$ cat config.mk
export PLATFORM = sky130hd
export DESIGN_NAME = neopixel_stream_tx
export DESIGN_NICKNAME = d
export VERILOG_FILES = /design/src/rtl/neopixel_pkg.sv /design/src/rtl/neopixel_stream_tx_bit_timer.sv /design/src/rtl/neopixel_stream_tx.sv
export SDC_FILE = /design/constraint.sdc
export NUM_CORES = 1
export LEC_CHECK = 0
export BUFFER_PORTS_ARGS = -buffer_cell sky130_fd_sc_hd__buf_2
export CAP_MARGIN = 20
export CELL_PAD_IN_SITES_DETAIL_PLACEMENT = 1
export CELL_PAD_IN_SITES_GLOBAL_PLACEMENT = 1
export CORE_MARGIN = 1.5
export CORE_UTILIZATION = 35
export CTS_CLUSTER_SIZE = 12
export DETAILED_ROUTE_END_ITERATION = 16
export PLACE_DENSITY_LB_ADDON = 0.1
export SLEW_MARGIN = 10
export SYNTH_ARGS = -nofsm -noshare
export SYNTH_HDL_FRONTEND = slang
export SYNTH_HIERARCHICAL = 1
export SYNTH_SLANG_ARGS = --single-unit
$ cat constraint.sdc
create_clock -name CLK -period 2.6 [get_ports CLK]
set_input_delay 0 -clock CLK [delete_from_list [all_inputs] [get_ports CLK]]
set_output_delay 0 -clock CLK [all_outputs]
set_load 0.05 [all_outputs]
$ cat src/rtl/neopixel_pkg.sv
// -----------------------------------------------------------------------------
// neopixel_pkg
// Shared definitions for the WS2812-style pixel stream transmitter:
//   - np_state_e   : transmitter state encoding (IDLE/SEND/GAP/LATCH)
//   - NP_*_12MHZ   : default bit/latch timing for a 12 MHz clock
//   - NP_WORD_*    : pixel word width presets (GRB, GRBW)
//   - np_params_ok : elaboration-time legality check of the timing set
// -----------------------------------------------------------------------------
package neopixel_pkg;

  typedef enum logic [1:0] {
    ST_IDLE  = 2'd0,
    ST_SEND  = 2'd1,
    ST_GAP   = 2'd2,
    ST_LATCH = 2'd3
  } np_state_e;

  // Timing at 12 MHz: 0-bit high 333 ns, 1-bit high 667 ns, 1.25 us bit, 80 us latch
  localparam int unsigned NP_T0H_12MHZ  = 32'd4;
  localparam int unsigned NP_T1H_12MHZ  = 32'd8;
  localparam int unsigned NP_TBIT_12MHZ = 32'd15;
  localparam int unsigned NP_TRST_12MHZ = 32'd960;

  localparam int unsigned NP_WORD_GRB   = 32'd24;
  localparam int unsigned NP_WORD_GRBW  = 32'd32;

  // True when the word width and timing set describe a realisable waveform
  function automatic logic np_params_ok(
    input int unsigned word_bits,
    input int unsigned t0h,
    input int unsigned t1h,
    input int unsigned tbit,
    input int unsigned trst
  );
    return (word_bits >= 32'd1) && (word_bits <= 32'd64) &&
           (t0h >= 32'd1) && (t0h < t1h) && (t1h < tbit) &&
           (trst >= 32'd1);
  endfunction

endpackage

$ cat src/rtl/neopixel_stream_tx_bit_timer.sv
// -----------------------------------------------------------------------------
// neopixel_bit_timer
// Times one serial bit: a counter runs 0..TBIT_CYC-1 while 'run' is high and
// the line level is high for the first T1H_CYC (bit=1) or T0H_CYC (bit=0)
// cycles of the period.
// Ports:
//   CLK, RSTN : clock, asynchronous active-low reset
//   start     : restart the bit period at count 0 (word load)
//   run       : count this cycle (transmitter is in SEND)
//   bit_val   : value of the bit currently being sent
//   level     : unregistered line level for this cycle
//   bit_end   : last cycle of the current bit period
// -----------------------------------------------------------------------------
module neopixel_bit_timer
  import neopixel_pkg::*;
#(
  parameter int unsigned T0H_CYC  = NP_T0H_12MHZ,
  parameter int unsigned T1H_CYC  = NP_T1H_12MHZ,
  parameter int unsigned TBIT_CYC = NP_TBIT_12MHZ
) (
  input  logic CLK,
  input  logic RSTN,
  input  logic start,
  input  logic run,
  input  logic bit_val,
  output logic level,
  output logic bit_end
);

  localparam int unsigned CNT_W = $clog2(TBIT_CYC);
  localparam logic [CNT_W-1:0] CNT_LAST = CNT_W'(TBIT_CYC - 32'd1);
  localparam logic [CNT_W-1:0] T0H_LIM  = CNT_W'(T0H_CYC);
  localparam logic [CNT_W-1:0] T1H_LIM  = CNT_W'(T1H_CYC);
  localparam logic [CNT_W-1:0] CNT_ONE  = CNT_W'(1'b1);

  logic [CNT_W-1:0] cnt_r;
  logic [CNT_W-1:0] hi_lim_s;

  // High/low compare and end-of-bit detect for the current count
  always_comb begin
    hi_lim_s = '0;
    if (bit_val) begin
      hi_lim_s = T1H_LIM;
    end else begin
      hi_lim_s = T0H_LIM;
    end
    level   = run && (cnt_r < hi_lim_s);
    bit_end = run && (cnt_r == CNT_LAST);
  end

  // Bit-period counter; cleared rather than wrapped at every bit boundary
  always_ff @(posedge CLK or negedge RSTN) begin
    if (!RSTN) begin
      cnt_r <= '0;
    end else if (start || !run || bit_end) begin
      cnt_r <= '0;
    end else begin
      cnt_r <= cnt_r + CNT_ONE;
    end
  end

endmodule

$ cat src/rtl/neopixel_stream_tx.sv
// -----------------------------------------------------------------------------
// neopixel_stream_tx
// Serialises WS2812-style pixel words (MSB first) onto one data line with a
// one-word holding buffer so upstream can stream a frame back-to-back. A word
// flagged last is followed by a TRST_CYC latch low period.
// Ports:
//   CLK, RSTN  : clock, asynchronous active-low reset
//   in_data    : pixel word, MSB transmitted first
//   in_valid   : in_data/in_last valid
//   in_last    : word is the last of the frame
//   in_ready   : holding buffer empty (accept on in_valid && in_ready)
//   d_out      : registered serial line
//   busy       : transmitter not idle or buffer occupied
//   frame_done : one-cycle pulse at the end of the latch period
//   underrun   : one-cycle pulse when a mid-frame gap reached TRST_CYC
// -----------------------------------------------------------------------------
module neopixel_stream_tx
  import neopixel_pkg::*;
#(
  parameter int unsigned WORD_BITS = NP_WORD_GRB,
  parameter int unsigned T0H_CYC   = NP_T0H_12MHZ,
  parameter int unsigned T1H_CYC   = NP_T1H_12MHZ,
  parameter int unsigned TBIT_CYC  = NP_TBIT_12MHZ,
  parameter int unsigned TRST_CYC  = NP_TRST_12MHZ
) (
  input  logic                 CLK,
  input  logic                 RSTN,
  input  logic [WORD_BITS-1:0] in_data,
  input  logic                 in_valid,
  input  logic                 in_last,
  output logic                 in_ready,
  output logic                 d_out,
  output logic                 busy,
  output logic                 frame_done,
  output logic                 underrun
);

  if (!np_params_ok(WORD_BITS, T0H_CYC, T1H_CYC, TBIT_CYC, TRST_CYC)) begin : g_bad_params
    $error("neopixel_stream_tx: illegal WORD_BITS or timing parameters");
  end

  localparam int unsigned IDX_W  = $clog2(WORD_BITS + 32'd1);
  localparam int unsigned GCNT_W = $clog2(TRST_CYC + 32'd1);
  localparam logic [IDX_W-1:0]  IDX_LAST  = IDX_W'(WORD_BITS - 32'd1);
  localparam logic [IDX_W-1:0]  IDX_ONE   = IDX_W'(1'b1);
  localparam logic [GCNT_W-1:0] GCNT_LAST = GCNT_W'(TRST_CYC - 32'd1);
  localparam logic [GCNT_W-1:0] GCNT_ONE  = GCNT_W'(1'b1);

  np_state_e            state_r;
  np_state_e            state_s;

  logic                 buf_full_r;
  logic [WORD_BITS-1:0] buf_data_r;
  logic                 buf_last_r;
  logic                 buf_full_s;

  logic [WORD_BITS-1:0] shift_r;
  logic                 word_last_r;
  logic [IDX_W-1:0]     bit_idx_r;
  logic [GCNT_W-1:0]    gcnt_r;

  logic                 in_ready_r;
  logic                 d_out_r;
  logic                 busy_r;
  logic                 frame_done_r;
  logic                 underrun_r;

  logic                 accept_s;
  logic                 load_s;
  logic                 shift_s;
  logic                 gcnt_inc_s;
  logic                 done_s;
  logic                 under_s;
  logic                 run_s;
  logic                 level_s;
  logic                 bit_end_s;
  logic                 last_bit_s;
  logic                 gcnt_end_s;

  assign in_ready   = in_ready_r;
  assign d_out      = d_out_r;
  assign busy       = busy_r;
  assign frame_done = frame_done_r;
  assign underrun   = underrun_r;

  neopixel_bit_timer #(
    .T0H_CYC  (T0H_CYC),
    .T1H_CYC  (T1H_CYC),
    .TBIT_CYC (TBIT_CYC)
  ) u_bit_timer (
    .CLK     (CLK),
    .RSTN    (RSTN),
    .start   (load_s),
    .run     (run_s),
    .bit_val (shift_r[WORD_BITS-1]),
    .level   (level_s),
    .bit_end (bit_end_s)
  );

  // Handshake, word-position and gap-counter status decode
  always_comb begin
    accept_s   = in_valid && in_ready_r;
    run_s      = (state_r == ST_SEND);
    last_bit_s = (bit_idx_r == IDX_LAST);
    gcnt_end_s = (gcnt_r == GCNT_LAST);
    // Buffer occupancy after this edge: a new word wins over an unload
    buf_full_s = accept_s || (buf_full_r && !load_s);
  end

  // Next-state and control decode
  always_comb begin
    state_s    = state_r;
    load_s     = 1'b0;
    shift_s    = 1'b0;
    gcnt_inc_s = 1'b0;
    done_s     = 1'b0;
    under_s    = 1'b0;
    case (state_r)
      ST_IDLE: begin
        if (buf_full_r) begin
          load_s  = 1'b1;
          state_s = ST_SEND;
        end else begin
          state_s = ST_IDLE;
        end
      end
      ST_SEND: begin
        if (bit_end_s && last_bit_s) begin
          if (!word_last_r && buf_full_r) begin
            // Chain the next word with no idle cycle between words
            load_s  = 1'b1;
            state_s = ST_SEND;
          end else if (word_last_r) begin
            state_s = ST_LATCH;
          end else begin
            state_s = ST_GAP;
          end
        end else if (bit_end_s) begin
          shift_s = 1'b1;
        end else begin
          state_s = ST_SEND;
        end
      end
      ST_GAP: begin
        if (buf_full_r) begin
          // Gap stayed shorter than a latch: pixels keep shifting
          load_s  = 1'b1;
          state_s = ST_SEND;
        end else if (gcnt_end_s) begin
          under_s = 1'b1;
          state_s = ST_IDLE;
        end else begin
          gcnt_inc_s = 1'b1;
        end
      end
      ST_LATCH: begin
        if (gcnt_end_s) begin
          done_s  = 1'b1;
          state_s = ST_IDLE;
        end else begin
          gcnt_inc_s = 1'b1;
        end
      end
      default: begin
        state_s = ST_IDLE;
      end
    endcase
  end

  // State register
  always_ff @(posedge CLK or negedge RSTN) begin
    if (!RSTN) begin
      state_r <= ST_IDLE;
    end else begin
      state_r <= state_s;
    end
  end

  // One-word holding buffer
  always_ff @(posedge CLK or negedge RSTN) begin
    if (!RSTN) begin
      buf_full_r <= 1'b0;
      buf_data_r <= '0;
      buf_last_r <= 1'b0;
    end else if (accept_s) begin
      buf_full_r <= 1'b1;
      buf_data_r <= in_data;
      buf_last_r <= in_last;
    end else if (load_s) begin
      buf_full_r <= 1'b0;
    end else begin
      buf_full_r <= buf_full_r;
    end
  end

  // Output shifter, bit index and last-word flag of the word on the line
  always_ff @(posedge CLK or negedge RSTN) begin
    if (!RSTN) begin
      shift_r     <= '0;
      word_last_r <= 1'b0;
      bit_idx_r   <= '0;
    end else if (load_s) begin
      shift_r     <= buf_data_r;
      word_last_r <= buf_last_r;
      bit_idx_r   <= '0;
    end else if (shift_s) begin
      shift_r     <= shift_r << 1;
      bit_idx_r   <= bit_idx_r + IDX_ONE;
    end else begin
      shift_r     <= shift_r;
    end
  end

  // Gap/latch counter; any cycle that does not count clears it
  always_ff @(posedge CLK or negedge RSTN) begin
    if (!RSTN) begin
      gcnt_r <= '0;
    end else if (gcnt_inc_s) begin
      gcnt_r <= gcnt_r + GCNT_ONE;
    end else begin
      gcnt_r <= '0;
    end
  end

  // Registered outputs
  always_ff @(posedge CLK or negedge RSTN) begin
    if (!RSTN) begin
      in_ready_r   <= 1'b1;
      d_out_r      <= 1'b0;
      busy_r       <= 1'b0;
      frame_done_r <= 1'b0;
      underrun_r   <= 1'b0;
    end else begin
      in_ready_r   <= !buf_full_s;
      d_out_r      <= level_s;
      busy_r       <= (state_r != ST_IDLE) || buf_full_r;
      frame_done_r <= done_s;
      underrun_r   <= under_s;
    end
  end

endmodule

==> results of run 1 <==
==> synthesized netlist by cell type, drive strengths merged, types with 6 or more instances <==
cell     number  area, µm²
a2111oi      23      201.4
a21oi        11      55.05
a221o        23      230.2
buf          13      115.1
clkbuf        6      22.52
dfrtp        76       1902
inv          31      116.4
mux2         25      281.5
nand3        10      55.05
nor2         11      43.80
o21ai        10      50.05
or3           7      43.79
==> repair_timing <==
| action | CTS | global route |
|---|---|---|
| hold buffers | 26 | 0 |
| endpoints found under the hold margin | 101 | 0 |
| buffers inserted | 0 | 0 |
==> cells by family (layout without fill, tap and decap cells) <==
logic type	Yosys count	in the layout	share of synthesized area (%)
mux	26	26	8.245
buf+inv	50	112	7.183
compound gates	78	78	18.08
flops	77	77	54.53
xor+xnor	5	5	1.239
fa+ha+maj	5	5	1.769
simple gates	52	52	8.952
==> worst max-delay path: stages (launching register included) <==
cell and delay, ns:
dfrtp_1 0.51, nor2b_1 0.25, inv_1 0.09, nor2_1 0.25
and4bb_2 0.30, buf_4 0.26, a2111oi_0 0.11, a221o_1 0.29
==> report_power, final <==
part	total [µW]	switching, µW	internal [µW]
clock network	902	438	464
logic	239	83.2	156
registers	1440	92.0	1340
==> how the worst min path moves through the flow <==
| stage | from | to | cells past startpoint |
|---|---|---|---|
| finish | RSTN | u_bit_timer/cnt_r[3] | 2 |
| global placement | in_data[12] | buf_data_r[12] | 2 |
| global route | RSTN | buf_data_r[0] | 2 |
| CTS | in_valid | buf_full_r | 4 |
| detailed placement | RSTN | d_out | 1 |
| floorplan | RSTN | bit_idx_r[0] | 0 |
==> per-layer routing <==
layer	part of all wire (%)	vias up	track usage, %
met4	0.96	0	3.571
li1	-	1215	-
met5	0	-	0
met1	51	1340	22.60
met3	2.6	6	3.965
met2	46	31	25.00
==> stage by stage <==
step | std cells | power, µW | utilization, %
2_1_floorplan | 293 | 1564 | -
3_3_place_gp | 446 | 1659 | 38.67
3_5_place_dp | 446 | 1671 | 38.67
4_1_cts | 487 | 2618 | 43.28
5_1_grt | 488 | 2715 | 43.48
6_report | 488 | 2577 | 43.48
==> state kept, by name, indices dropped and copies added (netlist names) <==
| name | cells |
|---|---|
| buf_data_r | 24 |
| shift_r | 24 |
| gcnt_r | 10 |
| bit_idx_r | 5 |
| u_bit_timer/cnt_r | 4 |
| state_r | 2 |
| buf_full_r | 1 |
| buf_last_r | 1 |
| busy | 1 |
| d_out | 1 |
| frame_done | 1 |
| in_ready | 1 |
| underrun | 1 |
| word_last_r | 1 |
==> cell type report <==
class | instances | area [µm²]
fill | 1071 | 5524
sequential | 77 | 1928
multi-input combinational | 166 | 1354
timing repair buffer | 66 | 495.5
tap | 133 | 166.4
clock buffer | 11 | 141.4
inverter | 31 | 116.4
clock inverter | 4 | 48.80
==> impl_metrics.ini, run 1 <==
[status]
outcome = completed

[worst_setup_path]
crit_required_ns = 2.83
worstPathArrival_ns = 2.40
cp-startpoint = state_r[0]
critPathMaxFanout = 23
r2r-start = state_r[0]
reg2regPathDepth = 7
r2r-end = shift_r[11]
start_kind = flop
crit_path_end = shift_r[11]
setup.worst_path.class = reg2reg
r2r_slack_ns = 0.43
cp-end-kind = flop

[placement]
dpl.hpwl_mm = 4.761
place.gp.congestion = 0.7016
portBuffers = 32
dpl_cell_area_um2 = 3780
dp_slack_ns = 0.3985

[layout]
syn_to_final_growth_pct = 20.21
most-common-layout-cells = dfrtp_1, inv_1, buf_2
antenna_cells = 0
fin_area_um2 = 4250
drive_above_1_share_pct = 24.79
layout_commonest_cell = dfrtp_1
fin_nets = 384

[clock_tree]
clock_latency_ns = 0.34
cts_resized = 0
cts_inserted_buffers = 9
cts_max_level = 3
cts_tree = built
clk_pin_slew_worst_paths_ns = 0.08
ctsLongestPathBuffers = 2
cts_root_buf = clkbuf_8
cts_sinks = 77

[power_and_ir_drop]
p_leak_uw = 0.001798
peakVddDrop_mv = 0.2608
power_density_nw_per_um2 = 606.2

[synthesis]
ys_async_sr_fraction_pct = 100.0
syn_area_um2 = 3536
synth-edff-count = 0
synthCells = 293
yosys.cell_types.count = 44
ys.flop_type = dfrtp_1
ys_warn_count = 6
ys_ff_latch = 77
syn-num-nets = 326
ys_seq_area_share_pct = 54.53
synth_area_per_cell_um2 = 12.07

[sta]
hold_viol_final = 0
fin_setup_tns_ns = 0
min_period_over_period_pct = 83.46
max_freq_ghz = 0.4609
hold_ws_ns = 0.1660
slew_headroom_pct = 52.61
fin_crit_ns = 2.170
clock_skew_ns = 0.007637
slew_violations = 0
setup_viol = 0
layout_setup_ws_ns = 0.4301
worstMarginPinSlew_ns = 0.7097
rsz0062_at_grt = false

[grt]
grt_pass1_wl_mm = 13.83
overflow = 0
grt_max_degree = 78
grtUsageTotal_pct = 16.02
antenna_found_initial = 0
grt_pass1_vias = 2702

[floorplanning]
start_util_pct = 36.18
io-pin-count = 33
die_w_um = 103.5
die-height_um = 103.5
coreArea_um2 = 9774
die_area_um2 = 10710
num_rows = 36

[route]
wl_mm = 8.043
ant_nets = 0
dr.first_iter.drc_count = 100
vias = 2592
wl_per_cell_um = 16.48
first_pass_iters = 4
vias_per_cell = 5.311
route.detailed.drc = 0

[flow_run]
cap_violations = 0

[min_path]
hp-class = in2async
(Power assumes the default switching activity.)
==> run 2: changes to the inputs <==
Settings changed: ABC_AREA set to 1.
Clock period 2.6 ns to 1.9 ns, I/O delays scaled along.
==> impl_metrics.ini, run 2 <==
[status]
outcome = completed

[grt]
grtUsageTotal_pct = 16.12
antenna_found_initial = 0
grt_max_degree = 50
grt_pass1_wl_mm = 13.17
grt_pass1_vias = 2758
overflow = 0

[sta]
fin_crit_ns = 1.714
setup_viol = 0
rsz0062_at_grt = false
hold_ws_ns = 0.1246
hold_viol_final = 0
slew_headroom_pct = 73.28
min_period_over_period_pct = 90.23
clock_skew_ns = 0.007256
slew_violations = 0
max_freq_ghz = 0.5833
worstMarginPinSlew_ns = 0.4008
fin_setup_tns_ns = 0

[synthesis]
syn-num-nets = 376
ys.flop_type = dfrtp_1
synth_most_common_cell = dfrtp_1
synth_area_per_cell_um2 = 10.12
synthCells = 343
yosysTopAreaCell = dfrtp_1
ys_warn_count = 6
ys_ff_latch = 77
synth_common_cells = dfrtp_1, nand2_1, nand3_1, nand4_1, nor2_1
ys_seq_area_share_pct = 55.55
yosys.area.top_type_share_pct = 54.79
synth-edff-count = 0
yosys.cell_types.count = 29
ys_async_sr_fraction_pct = 100.0
synthTopCellsByArea = dfrtp_1, mux2_2, nand2_1, nand4_1, nand3_1
syn_area_um2 = 3471

[layout]
final_cells = 548
most-common-layout-cells = dfrtp_1, nand2_1, nand3_1
antenna_cells = 0
fin_nets = 443
reg_top3 = buf_data_r: 24 flops, shift_r: 24 flops, gcnt_r: 10 flops
drive_above_1_share_pct = 24.82
syn_to_final_growth_pct = 25.20
layout_commonest_cell = dfrtp_1

[route]
route.detailed.drc = 0
wl_per_cell_um = 13.39
dr.first_iter.drc_count = 51
first_pass_iters = 4
vias_per_cell = 4.728
ant_nets = 0
wl_mm = 7.335
vias = 2591

[worst_setup_path]
start_kind = flop
reg2regPathDepth = 11
critPathMaxFanout = 20
cpLargestDelayFamily = simple AND/OR/NAND/NOR gates
r2r_slack_ns = 0.19
crit_required_ns = 2.18
cp_cell_sequence = inv_1, ha_1, nand3_1, nor2_2, inv_1, nor2_8, nand3_4, nand2_8, buf_12, nand2_1, nand3_1
r2r-end = shift_r[7]
setup.worst_path.class = reg2reg
critPathMaxStageDelay_ns = 0.39
cp-end-kind = flop
cp_slowest_cell = dfrtp_1
r2r-start = u_bit_timer/cnt_r[0]
worstPathArrival_ns = 1.99
path_buf_inv = 3

[power_and_ir_drop]
p_total_uw = 3767
power_frac_seq_pct = 51.2
p_int_uw = 2958
p_sw_share_pct = 21.49
peakVddDrop_mv = 0.5591
p_clk_share_pct = 40.4
power_frac_comb_pct = 8.4
power_density_nw_per_um2 = 867.0
p_leak_uw = 0.002032
power_switching_uw = 809.5

[floorplanning]
die_w_um = 102.6
die_area_um2 = 10520
die-height_um = 102.6
start_util_pct = 35.84
num_rows = 36
io-pin-count = 33
coreArea_um2 = 9684

[placement]
place.gp.congestion = 0.7074
dpl.hpwl_mm = 4.686
dpl.cell_count = 504
portBuffers = 32

[min_path]
hp-class = in2async

[clock_tree]
clock_latency_ns = 0.34
cts_root_buf = clkbuf_8
ctsLongestPathBuffers = 2
clk_pin_slew_worst_paths_ns = 0.08
cts_inserted_buffers = 9
cts_sinks = 77
cts_max_level = 3
cts_tree = built

[flow_run]
cap_violations = 0
run 2: cell types whose count changed in the layout (fill, tap and decap cells not counted), sizes merged, moves of 5 or more:
cell     change
inv          -5
nand2       +75
or3          -7
nand4       +29
buf          +5
nor2        +17
nand3       +24
a2111oi     -23
a221o       -23
a21oi        -8
run 2: logic make-up (layout without fill, tap and decap cells):
logic type | after synthesis | count (layout) | share of synthesized area [%]
AOI/OAI and AO/OA | 13 | 13 | 2.055
xor gates and xnor gates | 6 | 6 | 1.514
adders and majority gates | 5 | 5 | 1.802
buffers and inverters | 40 | 112 | 6.092
DFF | 77 | 77 | 55.55
muxes | 25 | 25 | 8.111
and+or+nand+nor | 177 | 177 | 24.87
run 2: layer usage:
layer	part of all wire [%]	wire length, µm	up-vias	GRT usage [%]
met2	50	3648	31	28.17
met4	0.98	72	0	3.477
met1	47	3429	1263	20.08
met5	0	0	-	0
li1	-	-	1290	-
met3	2.5	185	7	4.271
run 2: power groups by stage:
| stage | sequential, µW | clock, µW | combinational [µW] |
|---|---|---|---|
| final | 1930 | 1520 | 317 |
| after detailed placement | 1970 | 0 | 286 |
| after global routing | 1960 | 1640 | 357 |
| after global placement | 1960 | 0 | 275 |
| after floorplan | 1940 | 0 | 189 |
| after CTS | 1930 | 1570 | 327 |
run 2: area by class of cell:
class,count,area (µm²)
fill,1099,5339
sequential,77,1928
multi-input combinational,226,1348
timing repair buffer,71,561.8
tap,133,166.4
clock buffer,11,141.4
clock inverter,5,106.4
inverter,25,93.84
run 2: worst max path at each step:
stage	start	end	slack [ns]	depth (start not counted)
after floorplan	u_bit_timer/cnt_r[0]	u_bit_timer/cnt_r[3]	0.20	12
after CTS	u_bit_timer/cnt_r[0]	shift_r[10]	0.06	11
final	u_bit_timer/cnt_r[0]	shift_r[7]	0.19	11
after global placement	u_bit_timer/cnt_r[0]	shift_r[6]	0.13	11
after global routing	u_bit_timer/cnt_r[0]	shift_r[5]	0.01	11
after detailed placement	u_bit_timer/cnt_r[0]	shift_r[7]	0.10	11
run 2: stage by stage:
step | instance area [µm²] | setup slack, ns | utilization, %
6_report | 4345 | 0.1856 | 44.87
3_3_place_gp | 3802 | 0.1296 | 39.26
5_1_grt | 4345 | 0.01325 | 44.87
4_1_cts | 4310 | 0.06358 | 44.51
3_5_place_dp | 3802 | 0.1034 | 39.26
2_1_floorplan | 3471 | 0.1981 | -
run 2: worst register-to-register path, cell delays in order, from the launching register on:
cell and delay (ns):
dfrtp_1 0.39, inv_1 0.06, ha_1 0.14, nand3_1 0.12, nor2_2 0.12, inv_1 0.10
nor2_8 0.16, nand3_4 0.12, nand2_8 0.12, buf_12 0.15, nand2_1 0.08, nand3_1 0.09
run 2: what timing repair did:
| item | 4_1_cts | 5_1_grt |
|---|---|---|
| setup endpoints to repair | 0 | 31 |
| setup buffers | 0 | 2 |
| resized for setup | 0 | 4 |
| endpoints found under the hold margin | 102 | 0 |
| hold buffers | 26 | 0 |
==> run 3: changes to the inputs <==
Settings changed: CORE_ASPECT_RATIO set to 0.8.
==> impl_metrics.ini, run 3 (same netlist as run 2, synthesis figures left out) <==
[route]
wl_per_cell_um = 14.05
first_pass_iters = 4
ant_nets = 0
route.detailed.drc = 0
dr.first_iter.drc_count = 77
vias_per_cell = 4.741
vias = 2631
wl_mm = 7.798

[layout]
antenna_cells = 0
drive_above_1_share_pct = 25.54
final_cells = 555
fin_nets = 449
fin_area_um2 = 4409
multiInputGateArea_um2 = 1354
most-common-layout-cells = dfrtp_1, nand2_1, nand3_1
layout_commonest_cell = dfrtp_1
syn_to_final_growth_pct = 27.04
seqCellArea_um2 = 1928
reg_top3 = buf_data_r: 24 flops, shift_r: 24 flops, gcnt_r: 10 flops
fillCellCount = 1088

[worst_setup_path]
critPathMaxFanout = 27
cpLargestDelayFamily = simple AND/OR/NAND/NOR gates
r2r_slack_ns = 0.14
path_buf_inv = 3
setup.worst_path.class = reg2reg
reg2regPathDepth = 10
worstPathArrival_ns = 1.96
critPathMaxStageDelay_ns = 0.37
start_kind = flop
cp_cell_sequence = inv_1, ha_1, nand3_1, nor2_2, inv_1, nor2_8, nand3_4, buf_8, nand4_1, nand3_1
crit_required_ns = 2.11
cp_num_cells = 10
cp_slowest_cell = dfrtp_1
cp-end-kind = flop

[clock_tree]
clock_latency_ns = 0.33
cts_max_level = 3
ctsLongestPathBuffers = 2
cts_inserted_buffers = 9
cts_root_buf = clkbuf_16
clk_pin_slew_worst_paths_ns = 0.06
cts_tree = built
cts_sinks = 77

[min_path]
hold_depth = 4
hp-class = in2reg

[floorplanning]
die_area_um2 = 10530
coreArea_um2 = 9649
num_rows = 32
die-height_um = 92.07
start_util_pct = 35.97
io-pin-count = 33
die_w_um = 114.3

[grt]
grt_pass1_wl_mm = 13.66
antenna_found_initial = 0
overflow = 0
grtUsageTotal_pct = 16.58
grt_max_degree = 60
grt_pass1_vias = 2886

[placement]
dpl.hpwl_mm = 4.926
dpl.cell_count = 511
place.gp.congestion = 0.6899
dpl_cell_area_um2 = 3824
portBuffers = 32

[power_and_ir_drop]
p_sw_share_pct = 21.93
peakVddDrop_mv = 0.5803
p_clk_share_pct = 40.6
power_frac_comb_pct = 8.3
power_switching_uw = 838.1
p_total_uw = 3822
p_leak_uw = 0.002078
power_frac_seq_pct = 51.1
p_int_uw = 2984
power_density_nw_per_um2 = 866.7

[sta]
max_freq_ghz = 0.5698
min_period_over_period_pct = 92.37
clock_skew_ns = 0.006597
hold_ws_ns = 0.2335
fin_setup_tns_ns = 0
fin_crit_ns = 1.755
slew_violations = 0
setup_viol = 0
slew_headroom_pct = 48.49
hold_viol_final = 0
worstMarginPinSlew_ns = 0.7726

[status]
outcome = completed

[flow_run]
cap_violations = 0
run 3: changes by cell type in the layout (fill, tap and decap cells not counted), sizes merged:
cell | before | now
clkbuf | 11 | 12
buf | 45 | 50
inv | 26 | 25
nand2 | 79 | 80
clkinvlp | 1 | 0
bufinv | 3 | 0
clkinv | 0 | 2
run 3: worst paths after layout:
path                                       from                    to
hold / removal                         in_valid            buf_full_r
hold reg to reg                   buf_data_r[0]            shift_r[0]
setup / recovery           u_bit_timer/cnt_r[0]           shift_r[13]
setup reg to reg           u_bit_timer/cnt_r[0]           shift_r[13]
max in group asynchronous                  RSTN           shift_r[17]
min in group asynchronous                  RSTN  u_bit_timer/cnt_r[1]
run 3: what timing repair did:
item                                    CTS  global route
hold buffers                             26             0
resized for setup                         0             6
buffers inserted                          0             3
endpoints found under the setup margin    0            30
hold endpoints to repair                 81             0
run 3: layer usage:
| metal | up-vias | global-route usage [%] | part of all wire (%) |
|---|---|---|---|
| met3 | 8 | 4.362 | 2.3 |
| li1 | 1294 | - | - |
| met5 | - | 0 | 0 |
| met4 | 0 | 5.208 | 1.3 |
| met2 | 26 | 27.66 | 49 |
| met1 | 1303 | 21.03 | 48 |
run 3: worst reg2reg max path, delay by kind of cell (launching register included):
kind | cells | cell delay, ns
simple gates | 6 | 0.75
fa+ha+maj | 1 | 0.13
flops | 1 | 0.37
buf+inv | 3 | 0.38
run 3: final cells by class:
type | instances | share of cell area [%]
repair buffers | 76 | 13.48
clock inverters | 2 | 0.2270
inverters | 25 | 2.185
flip-flops and latches | 77 | 43.73
well taps | 136 | 3.859
multi-input cells | 227 | 30.70
clock buffers | 12 | 5.817
run 3: metrics by stage:
stage | worst slack, ns | util, %
4_1_cts | 0.05695 | 45.09
5_1_grt | -0.006630 | 45.70
3_3_place_gp | 0.1098 | 39.63
6_report | 0.1449 | 45.70
3_5_place_dp | 0.07564 | 39.63
2_1_floorplan | 0.1981 | -
run 3: power by group through the flow:
stage                     clock [µW]  sequential [µW]  combinational, µW
after floorplan                    0             1940                189
after CTS                       1610             1960                325
final                           1550             1950                318
after detailed placement           0             1990                284
after global placement             0             1980                273
after global routing            1670             1980                353
